--- config.mk ---
export PLATFORM = sky130hd
export DESIGN_NAME = bcd_decoder_module
export DESIGN_NICKNAME = d
export VERILOG_FILES = /design/src/rtl/bcd_decoder_module.sv
export SDC_FILE = /design/constraint.sdc
export NUM_CORES = 1
export LEC_CHECK = 0
export CORE_AREA = 2 2 75 77
export DETAILED_ROUTE_END_ITERATION = 10
export DIE_AREA = 0 0 77 79
export GPL_TIMING_DRIVEN = 0
export PLACE_DENSITY = 0.8
export SETUP_SLACK_MARGIN = 0.02
export SYNTH_ARGS = -nofsm -noshare
export SYNTH_HDL_FRONTEND = slang
export SYNTH_SLANG_ARGS = --single-unit
--- constraint.sdc ---
create_clock -name clk -period 2.4 [get_ports clk]
set_input_delay 0.36 -clock clk [delete_from_list [all_inputs] [get_ports clk]]
set_output_delay 0.36 -clock clk [all_outputs]
set_load 0.1 [all_outputs]
--- src/rtl/bcd_decoder_module.sv ---
// KPN node: reads 4-digit packed BCD tokens, converts them to binary with an iterative
// reverse double-dabble and writes the result downstream. Optional macro: BCD_DECODE_CHECK_EN.
module bcd_decoder_module (
  input  logic        clk,
  input  logic        reset,
  input  logic        empty,
  output logic        rd,
  input  logic [15:0] entry_1,
  input  logic        full,
  output logic        wr,
  output logic [15:0] output_1,
  output logic        err,
  output logic        busy
);

  typedef enum logic [2:0] {
    S_IDLE,
    S_READ,
    S_LATCH,
    S_CONV,
    S_WRITE
  } state_t;

  state_t      r_state;
  logic [15:0] r_bcd;
  logic [13:0] r_bin;
  logic [3:0]  r_cnt;
  logic        r_rd;
  logic        r_wr;
  logic [15:0] r_out;
  logic        r_busy;

  logic [15:0] w_bcd_raw;
  logic [15:0] w_bcd_nxt;
  logic [13:0] w_bin_nxt;
  logic [13:0] w_fin_bin;
  logic [15:0] w_out_val;

  // Handshake: rd is a one-cycle strobe; upstream data is valid in the following
  // (LATCH) cycle. wr is a one-cycle strobe issued only in a cycle where full was low
  // at the deciding edge; output_1 is valid while wr is high and holds afterwards.

  // One reverse double-dabble step: the BCD LSB drops into the binary MSB, then any
  // nibble that received a carry (>= 8) is corrected from weight 8 to weight 5.
  assign w_bcd_raw = {1'b0, r_bcd[15:1]};
  assign w_bin_nxt = {r_bcd[0], r_bin[13:1]};

  always_comb begin
    w_bcd_nxt = w_bcd_raw;
    for (int i = 0; i < 4; i++) begin
      if (w_bcd_raw[4*i+3]) begin
        w_bcd_nxt[4*i +: 4] = w_bcd_raw[4*i +: 4] - 4'd3;
      end
    end
  end

  // The final iteration's result is forwarded so the write can happen on entry to WRITE.
  assign w_fin_bin = (r_state == S_CONV) ? w_bin_nxt : r_bin;

`ifdef BCD_DECODE_CHECK_EN
  logic r_invalid;
  logic r_err;
  logic w_bad_digit;

  assign w_bad_digit = (entry_1[15:12] > 4'd9) || (entry_1[11:8] > 4'd9) ||
                       (entry_1[7:4]   > 4'd9) || (entry_1[3:0]  > 4'd9);
  assign w_out_val   = r_invalid ? 16'hFFFF : {2'b00, w_fin_bin};
  assign err         = r_err;

  always_ff @(posedge clk or posedge reset) begin
    if (reset) begin
      r_invalid <= 1'b0;
      r_err     <= 1'b0;
    end else begin
      if (r_state == S_LATCH) begin
        r_invalid <= w_bad_digit;
      end
      if (((r_state == S_CONV) && (r_cnt == 4'd0) && !full) ||
          ((r_state == S_WRITE) && !r_wr && !full)) begin
        r_err <= r_invalid;
      end
    end
  end
`else
  assign w_out_val = {2'b00, w_fin_bin};
  assign err       = 1'b0;
`endif

  always_ff @(posedge clk or posedge reset) begin
    if (reset) begin
      r_state <= S_IDLE;
      r_bcd   <= 16'h0000;
      r_bin   <= 14'h0000;
      r_cnt   <= 4'd0;
      r_rd    <= 1'b0;
      r_wr    <= 1'b0;
      r_out   <= 16'h0000;
      r_busy  <= 1'b0;
    end else begin
      case (r_state)
        S_IDLE: begin
          if (!empty) begin
            r_state <= S_READ;
            r_rd    <= 1'b1;
            r_busy  <= 1'b1;
          end
        end
        S_READ: begin
          r_state <= S_LATCH;
          r_rd    <= 1'b0;
        end
        S_LATCH: begin
          r_bcd   <= entry_1;
          r_bin   <= 14'h0000;
          r_cnt   <= 4'd13;
          r_state <= S_CONV;
        end
        S_CONV: begin
          r_bcd <= w_bcd_nxt;
          r_bin <= w_bin_nxt;
          if (r_cnt == 4'd0) begin
            r_state <= S_WRITE;
            if (!full) begin
              r_wr  <= 1'b1;
              r_out <= w_out_val;
            end
          end else begin
            r_cnt <= r_cnt - 4'd1;
          end
        end
        S_WRITE: begin
          if (r_wr) begin
            r_wr    <= 1'b0;
            r_state <= S_IDLE;
            r_busy  <= 1'b0;
          end else if (!full) begin
            r_wr  <= 1'b1;
            r_out <= w_out_val;
          end
        end
        default: begin
          r_state <= S_IDLE;
          r_rd    <= 1'b0;
          r_wr    <= 1'b0;
          r_busy  <= 1'b0;
        end
      endcase
    end
  end

  assign rd       = r_rd;
  assign wr       = r_wr;
  assign output_1 = r_out;
  assign busy     = r_busy;

endmodule

==> impl_metrics.env <==
export IMPL_synth_async_reset_ratio=1.00
export IMPL_yosysWarningCount=0
export IMPL_drc_errors=0
export IMPL_worstPathRequired_ns=2.04
export IMPL_cp_num_buf_inv=1
export IMPL_die_area_sq_mm=0.00608
export IMPL_yosysSeqAreaShare=0.531
export IMPL_holdBufCountCts=0
export IMPL_viasPerCell=5.11
export IMPL_path_max_fanout=4
export IMPL_antenna_cells=0
export IMPL_wire_per_inst_microns=13.6
export IMPL_crit_slowest_cell="clkdlybuf4s50_1"
export IMPL_setup_tns_final_ns=0
export IMPL_grt_setup_unrepaired="no"
export IMPL_fp_dieW_microns=77
export IMPL_grt_pass1_vias=1811
export IMPL_initial_core_util=0.477
export IMPL_drive_above_1_share=0.108
export IMPL_cp_arrival_ns=1.87
export IMPL_final_hold_viol_count=0
export IMPL_synth_ff_type="dfrtp_1"
export IMPL_port_buffer_count=36
export IMPL_cts_inserted_buffers=5
export IMPL_io_pins=40
export IMPL_clk_pin_slew_ns=0.09
export IMPL_final_max_slew_viol_count=0
export IMPL_tightestPinTransition_ns=0.990
export IMPL_timing_fmax_mhz=449
export IMPL_antenna_found_initial=0
export IMPL_syn_avg_cell_area_sq_um=10.2
export IMPL_cpPeakStageDelay_ns=1.15
export IMPL_core_area_sq_mm=0.00534
export IMPL_cts_tree="built"
export IMPL_fp_dieH_microns=79
export IMPL_fillers=486
export IMPL_synth_cell_types=34
export IMPL_dr_total_vias=1887
export IMPL_finalSetupViolCount=0
export IMPL_hold_path_class="in -> async"
export IMPL_hpwl_microns=3490
export IMPL_layout_nets=320
export IMPL_root_buffer="clkbuf_8"
export IMPL_final_common_cell="dfrtp_1"
export IMPL_htreeDepth=2
export IMPL_critPathCaptureType="output pin"
export IMPL_path_delay_family="buffers and inverters"
export IMPL_fin_skew_ns=0.00494
export IMPL_fin_crit_ns=2.23
export IMPL_worstSetupPathType="reg -> out"
export IMPL_overflow=0
export IMPL_final_cell_mix="dfrtp_1, nor2_1, clkdlybuf4s50_1, nand2_1"
export IMPL_max_cap_violations=0
export IMPL_cts_buffer_depth=2
export IMPL_grt_max_degree=36
export IMPL_cts_resized=0
export IMPL_cts_setup_buffers=0
export IMPL_synth_seq_cells=54
export IMPL_synth_edf_count=0
export IMPL_postRouteAntennaNets=0
export IMPL_first_iter_violations=96
export IMPL_status="finished, final reports clean"
export IMPL_synth_cells=250
export IMPL_grtUsageTotal=0.180
export IMPL_slew_headroom=0.338
export IMPL_clock_sinks=54
export IMPL_wl_microns=5010
export IMPL_clk_latency_ns=0.31
export IMPL_cp_cell_sequence="clkdlybuf4s50_1"
export IMPL_min_period_over_period=0.927
export IMPL_drt_pass1_iterations=4
export IMPL_cp_start_kind="flop"
export IMPL_grt_pass1_wl_microns=8690
export IMPL_synthesis_area_sq_mm=0.00254
export IMPL_gp_congestion=0.750
export IMPL_syn2layout_area_growth_pct=22.2
export IMPL_rows=27
==> final timing paths <==
| kind | from | endpoint | slack [ns] | depth (start not counted) |
|---|---|---|---|---|
| setup / recovery | wr | wr | 0.17 | 1 |
| hold / removal | reset | output_1[10] | 0.37 | 2 |
| setup reg to reg | r_state[0] | output_1[7] | 0.57 | 5 |
| hold reg to reg | r_bcd[13] | r_bcd[13] | 0.49 | 2 |
| max in group asynchronous | reset | r_state[0] | 1.49 | 3 |
| min in group clk | r_bcd[13] | r_bcd[13] | 0.49 | 2 |
==> cells by family after synthesis <==
group                      count (synthesis)  synth area share
buffers and inverters                     23            0.0546
AOI/OAI and AO/OA                         60             0.146
adders and majority gates                  4            0.0197
xor gates and xnor gates                   6            0.0207
and+or+nand+nor                           80             0.140
DFF                                       54             0.531
other                                      1           0.00147
muxes                                     22            0.0866
==> synth_stat cells (2+ instances only) <==
master    count  share of area
nand2_1      23          0.034
xnor2_1       6          0.021
nor2_1       38          0.056
a21o_1        6          0.018
nand3_1       2         0.0039
o21ai_0      22          0.043
a21oi_1      17          0.033
buf_4         5          0.015
buf_2         2         0.0039
inv_1         5         0.0074
ha_1          4          0.020
mux2i_1      22          0.087
nor3_1        5         0.0098
clkbuf_1      7          0.010
dfrtp_1      54           0.53
a21oi_2      10          0.034
nor2b_1       4         0.0098
buf_6         2         0.0089
==> per-stage QoR <==
stage | area, sq um | cells | util | hold slack, ns | setup WS (ns)
6_report | 3110 | 369 | 0.582 | 0.373 | 0.175
4_1_cts | 3110 | 369 | 0.582 | 0.377 | 0.157
2_1_floorplan | 2550 | 252 | - | 0.438 | 0.347
3_3_place_gp | 3000 | 360 | 0.562 | 0.460 | -0.298
5_1_grt | 3110 | 369 | 0.582 | 0.422 | 0.107
3_5_place_dp | 3020 | 361 | 0.566 | 0.474 | 0.450
==> state kept, by name, indices dropped and copies added, names as in the netlist <==
name / flops
r_bcd: 16
output_1: 14
r_bin: 14
r_cnt: 4
r_state: 3
busy: 1
rd: 1
wr: 1
==> per-layer routing <==
metal  GRT usage  vias to the layer above  wire, microns
li1            -                      927              -
met1       0.249                      907           2340
met2       0.292                       47           2410
met3      0.0307                        6            195
met4      0.0589                        0             73
met5           0                        -              0
==> layout make-up <==
type | count | area (sq um) | area share
Sequential cell | 54 | 1350 | 0.435
Tap cell | 72 | 90.1 | 0.0290
Clock buffer | 6 | 72.6 | 0.0233
Timing Repair Buffer | 37 | 380 | 0.122
Inverter | 5 | 18.8 | 0.00604
Multi-Input combinational cell | 175 | 1060 | 0.341
Buffer | 18 | 120 | 0.0386
Clock inverter | 2 | 13.8 | 0.00443
Power is left out: the tool's default activity adds up to more than one toggle a clock period on the data nets, which glitch-free logic cannot reach.
